### src/rtl/ysyx_23060025_pc_gen_pkg.sv
// ----------------------------------------------------------------------------
// ysyx_23060025_pc_gen_pkg
// Shared definitions for the PC generator and its redirect arbiter:
//   - PC FSM state encoding (HOLD / ISSUE / WAIT, 2 bits)
//   - default reset PC and sequential instruction step
// Optional build macro used by the top: YSYX_23060025_PC_TRACE_EN
// ----------------------------------------------------------------------------
package ysyx_23060025_pc_gen_pkg;

   typedef enum logic [1:0] {
      PC_HOLD  = 2'b00,
      PC_ISSUE = 2'b01,
      PC_WAIT  = 2'b10
   } pc_state_e;

   localparam logic [31:0] PC_RESET_DEFAULT = 32'h8000_0000;
   localparam int unsigned PC_INST_BYTES    = 4;

endpackage

### src/rtl/ysyx_23060025_redir_arb.sv
// ----------------------------------------------------------------------------
// ysyx_23060025_redir_arb
// Fixed-priority arbiter over N redirect channels; index 0 wins. Purely
// combinational so it can be shared with other redirect sources.
// Ports:
//   valid_i     [N]   per-channel request
//   target_i    [N*W] packed targets, channel k at [k*W +: W]
//   any_valid_o       at least one request present
//   grant_o     [N]   one-hot grant of the winning channel
//   target_o    [W]   target of the winning channel (0 when none)
// ----------------------------------------------------------------------------
module ysyx_23060025_redir_arb #(
   parameter int unsigned N = 3,
   parameter int unsigned W = 32
) (
   input  logic [N-1:0]   valid_i,
   input  logic [N*W-1:0] target_i,
   output logic           any_valid_o,
   output logic [N-1:0]   grant_o,
   output logic [W-1:0]   target_o
);

   // Scan from the lowest priority upward so the lowest index overwrites last.
   always_comb begin
      grant_o  = '0;
      target_o = '0;
      for (int k = int'(N) - 1; k >= 0; k--) begin
         if (valid_i[k]) begin
            grant_o    = '0;
            grant_o[k] = 1'b1;
            target_o   = target_i[k*W +: W];
         end
      end
   end

   assign any_valid_o = |valid_i;

endmodule

### src/rtl/ysyx_23060025_pc_gen.sv
// ----------------------------------------------------------------------------
// ysyx_23060025_pc_gen
// Next-PC generator for the IFU. Issues pc_o over a valid/ready handshake,
// waits for fetch completion, then commits the next PC chosen from a
// same-cycle redirect, a captured (pending) redirect, or pc_o + INST_BYTES.
// Ports:
//   clock, reset       clock; synchronous active-low reset
//   redir_valid_i      per-channel redirect request (index 0 highest)
//   redir_target_i     packed redirect targets
//   redir_ack_o        one-hot ack of the channel taken this cycle
//   fetch_valid_o      pc_o valid towards IFU
//   fetch_ready_i      IFU accepts pc_o
//   fetch_done_i       IFU finished the current fetch
//   pc_o               current PC
//   pc_next_o          PC committed if the fetch completes this cycle
//   misalign_o         commit-cycle pulse: target had nonzero low bits
// ----------------------------------------------------------------------------
module ysyx_23060025_pc_gen
   import ysyx_23060025_pc_gen_pkg::*;
#(
   parameter int unsigned          ADDR_LEN   = 32,
   parameter int unsigned          NUM_REDIR  = 3,
   parameter logic [ADDR_LEN-1:0]  RESET_PC   = PC_RESET_DEFAULT,
   parameter int unsigned          INST_BYTES = PC_INST_BYTES
) (
   input  logic                          clock,
   input  logic                          reset,
   input  logic [NUM_REDIR-1:0]          redir_valid_i,
   input  logic [NUM_REDIR*ADDR_LEN-1:0] redir_target_i,
   output logic [NUM_REDIR-1:0]          redir_ack_o,
   output logic                          fetch_valid_o,
   input  logic                          fetch_ready_i,
   input  logic                          fetch_done_i,
   output logic [ADDR_LEN-1:0]           pc_o,
   output logic [ADDR_LEN-1:0]           pc_next_o,
   output logic                          misalign_o
);

   localparam logic [ADDR_LEN-1:0] LOW_MASK = ADDR_LEN'(INST_BYTES - 1);
   localparam logic [ADDR_LEN-1:0] STEP     = ADDR_LEN'(INST_BYTES);

   pc_state_e             state_q, state_d;
   logic [ADDR_LEN-1:0]   pc_q, pc_d;
   logic                  pend_v_q, pend_v_d;
   logic [ADDR_LEN-1:0]   pend_t_q, pend_t_d;

   logic                  arb_any;
   logic [NUM_REDIR-1:0]  arb_grant;
   logic [ADDR_LEN-1:0]   arb_target;

   logic                  live;
   logic                  redir_hit;
   logic                  commit;
   logic [ADDR_LEN-1:0]   raw_next;
   logic [ADDR_LEN-1:0]   pc_next;

   ysyx_23060025_redir_arb #(
      .N (NUM_REDIR),
      .W (ADDR_LEN)
   ) u_arb (
      .valid_i     (redir_valid_i),
      .target_i    (redir_target_i),
      .any_valid_o (arb_any),
      .grant_o     (arb_grant),
      .target_o    (arb_target)
   );

   // State register
   always_ff @(posedge clock) begin
      if (!reset) state_q <= PC_HOLD;
      else        state_q <= state_d;
   end

   // Next-state logic
   always_comb begin
      state_d = state_q;
      case (state_q)
         PC_HOLD:  state_d = PC_ISSUE;
         PC_ISSUE: if (fetch_ready_i) state_d = PC_WAIT;
         PC_WAIT:  if (fetch_done_i)  state_d = PC_ISSUE;
         default:  state_d = PC_HOLD;
      endcase
   end

   // Output / control decode
   always_comb begin
      fetch_valid_o = (state_q == PC_ISSUE);
      // Redirects are only taken once the FSM has left HOLD, never in reset.
      live          = reset && (state_q != PC_HOLD);
      commit        = reset && (state_q == PC_WAIT) && fetch_done_i;
   end

   assign redir_hit = live && arb_any;

   // A live redirect beats the pending entry, which beats sequential flow.
   always_comb begin
      if (redir_hit)     raw_next = arb_target;
      else if (pend_v_q) raw_next = pend_t_q;
      else               raw_next = pc_q + STEP;
   end

   assign pc_next     = raw_next & ~LOW_MASK;
   assign misalign_o  = commit && ((raw_next & LOW_MASK) != '0);
   assign redir_ack_o = redir_hit ? arb_grant : '0;
   assign pc_o        = pc_q;
   assign pc_next_o   = pc_next;

   // pc_o only moves on a commit, so it stays stable while ISSUE waits.
   // A redirect consumed by the commit itself is not kept as pending.
   always_comb begin
      pc_d     = pc_q;
      pend_v_d = pend_v_q;
      pend_t_d = pend_t_q;
      if (commit) begin
         pc_d     = pc_next;
         pend_v_d = 1'b0;
      end else if (redir_hit) begin
         pend_v_d = 1'b1;
         pend_t_d = arb_target;
      end
   end

   always_ff @(posedge clock) begin
      if (!reset) begin
         pc_q     <= RESET_PC;
         pend_v_q <= 1'b0;
      end else begin
         pc_q     <= pc_d;
         pend_v_q <= pend_v_d;
      end
   end

   // Target payload only matters while pend_v_q is set.
   always_ff @(posedge clock) begin
      pend_t_q <= pend_t_d;
   end

endmodule

### config.mk
export PLATFORM = sky130hd
export DESIGN_NAME = ysyx_23060025_pc_gen
export DESIGN_NICKNAME = d
export VERILOG_FILES = /design/src/rtl/ysyx_23060025_pc_gen_pkg.sv /design/src/rtl/ysyx_23060025_redir_arb.sv /design/src/rtl/ysyx_23060025_pc_gen.sv
export SDC_FILE = /design/constraint.sdc
export NUM_CORES = 1
export LEC_CHECK = 0
export CORE_ASPECT_RATIO = 1.5
export CORE_MARGIN = 4
export CORE_UTILIZATION = 44
export DETAILED_ROUTE_END_ITERATION = 7
export GPL_TIMING_DRIVEN = 0
export PLACE_DENSITY = 0.83
export RECOVER_POWER = 25
export SLEW_MARGIN = 20
export SYNTH_ARGS = -nofsm -noshare
export SYNTH_HDL_FRONTEND = slang
export SYNTH_SLANG_ARGS = --single-unit
### constraint.sdc
create_clock -name clock -period 3.4 [get_ports clock]
set_input_delay 0.51 -clock clock [delete_from_list [all_inputs] [get_ports clock]]
set_output_delay 0.51 -clock clock [all_outputs]
set_load 0.02 [all_outputs]
==> flow_summary_export.csv <==
group,metric,value,unit
synth,synth_top_area_share,23.4,%
floorplan,dieArea,11000,um^2
placement,io_buffers,165,
placement,preCtsSetupSlack,-0.716,ns
power,p_total,2340,uW
power,power_density,369,nW/um^2
routing,drt_pass1_iterations,5,
synth,synth-main-ff-cell,"dfxtp_1",
synth,synth.cell_area,4110,um^2
clock_tree,tritoncts,"yes",
worst_setup_path,start_kind,"primary input",
clock_tree,insertion_delay,0.34,ns
synth,yosys_warnings,0,
routing,routed-via-count,4779,
outcome,status,"complete, no violations",
timing,worst_slew_pin_slew,0.662,ns
cells_and_area,nets,784,
grt,grt_use_total,27.4,%
worst_setup_path,worstSetupEndpointType,"primary output",
timing,setup_violations,0,
timing,finalCritPeriodShare,97.1,%
placement,dp_hpwl,11500,um
clock_tree,holdBufCountCts,0,
routing,viasPerCell,6.01,
synth,post_synth_num_cell_types,51,
worst_setup_path,cp_max_fo,10,
timing,slew_violations,0,
job,timing.max_cap.violations,0,
grt,grt_start_max_net_pins,23,
floorplan,std_cell_rows,42,
clock_tree,cts.path.max_buffers,2,
floorplan,coreArea,8990,um^2
synth,synth_most_common_cell,"nand2_1",
timing,worst_slack,0.0998,ns
power,power_leakage,0.00278,uW
floorplan,die_h,126,um
timing,final.min_clock_period,3.30,ns
cells_and_area,diodes,0,
timing,finClkSkew,0.00581,ns
worst_setup_path,critPathKind,"primary input to primary output",
clock_tree,cts_buffers,9,
placement,gp_congestion,0.917,
floorplan,io_pins,172,
timing,hold_violations,0,
clock_tree,clkSinkCount,65,
routing,drc,0,
routing,drt_iter0_markers,489,
synth,yosys-top-cells-area,"edfxtp_1, dfxtp_1, o21ai_0",
worst_setup_path,crit_required,2.89,ns
synth,synth_edf_count,32,
synth,synth_common_cells,"nand2_1, o21ai_0, dfxtp_1",
routing,wl_per_cell,19.0,um
cells_and_area,drive_gt1_share,9.05,%
synth,synth-seq-cells,65,
synth,syn_area_per_cell,8.27,um^2
timing,max_freq,0.303,GHz
routing,ant_nets,0,
routing,wirelength,15100,um
floorplan,die_w,86.9,um
grt,grt_pass1_wl,23700,um
clock_tree,htreeDepth,3,
clock_tree,cts_root_buf,"clkbuf_16",
cells_and_area,syn_to_final_growth,54.6,%
synth,netlist_instances,497,
timing,slew-limit-headroom,55.9,%
synth,synth_top_cell_by_area,"edfxtp_1",
power,ir_worst_vdd,0.295,mV
grt,grt_pass1_vias,4669,
synth,synthArstFlopShare,0,%
worst_setup_path,crit_arrival,2.79,ns
grt,overflow,0,
floorplan,initial_core_util,45.8,%
worst_hold_path,hold_path.class,"flop to flop",
cells_and_area,fillers,717,
grt,antenna_found_initial,0,
timing,rsz0062_at_grt,"false",
synth,yosysSeqAreaShare,39.4,%
clock_tree,clk_pin_slew,0.05,ns
## cells in the final DEF (no fill, tap or decap), drive strengths merged, types with 3 or more instances in the layout
| master | count |
|---|---|
| clkdlybuf4s50 | 121 |
| nand2 | 64 |
| o21ai | 59 |
| clkbuf | 45 |
| dfxtp | 33 |
| edfxtp | 32 |
| nor2 | 30 |
| a22oi | 27 |
| and3 | 21 |
| a21oi | 20 |
| nand3 | 19 |
| a21o | 17 |
| nor3 | 17 |
| dlymetal6s2s | 15 |
| dlygate4sd3 | 14 |
| buf | 13 |
| xnor2 | 12 |
| dlygate4sd2 | 12 |
| inv | 11 |
| xor2 | 10 |
| o31ai | 8 |
| nor2b | 8 |
| a32oi | 7 |
| nor4 | 7 |
| nand4 | 6 |
| nand3b | 5 |
| mux2i | 5 |
| o41ai | 5 |
| nor3b | 5 |
| conb | 4 |
| clkinv | 4 |
| or3 | 4 |
| or2 | 3 |
| a221o | 3 |
| o21a | 3 |
## kinds of logic after synthesis
| kind of cell | after synthesis | share of synthesized area (%) |
|---|---|---|
| flops | 65 | 39.4 |
| mux | 5 | 1.22 |
| compound gates | 156 | 24.3 |
| xor+xnor | 22 | 4.69 |
| other cells | 1 | 0.0912 |
| fa+ha+maj | 1 | 0.304 |
| buf+inv | 53 | 5.45 |
| simple gates | 194 | 24.6 |
## per-stage QoR
stage	TNS, ns	hold WS [ns]	std cells	utilization (%)	cell area, um^2
6_report	0	0.521	795	70.7	6350
5_1_grt	0	0.556	795	70.7	6350
4_1_cts	0	0.547	794	70.1	6300
3_5_place_dp	-13.74	0.536	776	66.2	5950
3_3_place_gp	-54.60	0.513	775	65.8	5910
2_1_floorplan	0	0.569	500	-	4120
## routing by layer
layer	vias up	routed length, um	GRT usage (%)
met4	0	507	12.8
met3	41	1340	5.32
met2	273	7950	48.2
met5	-	0	0
met1	2267	5300	31.1
li1	2198	-	-
## power breakdown
part	total [uW]	internal, uW	switching [uW]
clock network	920	581	339
registers	877	862	15.4
logic	546	250	297
## flip-flops by register name (all words and copies together), names as in the netlist
signal and count:
pend_t_q 32, pc_o 30, state_q 2, pend_v_q 1
## timing repair
action	CTS	global route
gates resized for setup	45	29
pin swaps	2	1
setup endpoints to repair	32	19
buffers inserted	2	1
## cell type report
class | instances | area, um^2 | share of cell area [%]
Multi-Input combinational cell | 382 | 2340 | 36.9
Buffer | 42 | 201 | 3.17
Timing Repair Buffer | 169 | 1710 | 27.0
Clock inverter | 6 | 57.6 | 0.906
Sequential cell | 65 | 1620 | 25.5
Tap cell | 110 | 138 | 2.17
Inverter | 11 | 41.3 | 0.650
Clock buffer | 10 | 239 | 3.76
## worst paths after layout
path | startpoint | endpoint | slack [ns] | depth (start not counted)
setup reg to reg | state_q[0] | pend_t_q[8] | 1.12 | 6
setup / recovery | redir_valid_i[2] | pc_next_o[4] | 0.1 | 6
hold / removal | pc_o[4] | pc_o[4] | 0.52 | 2
hold reg to reg | pc_o[4] | pc_o[4] | 0.52 | 2
## critical path: stages
cell,delay (ns)
clkdlybuf4s50_1,0.46
nor3_1,0.32
nor2_2,0.13
clkbuf_4,0.23
o21ai_0,0.41
clkdlybuf4s50_1,0.71
No activity file was read; power rests on OpenSTA's default activity.
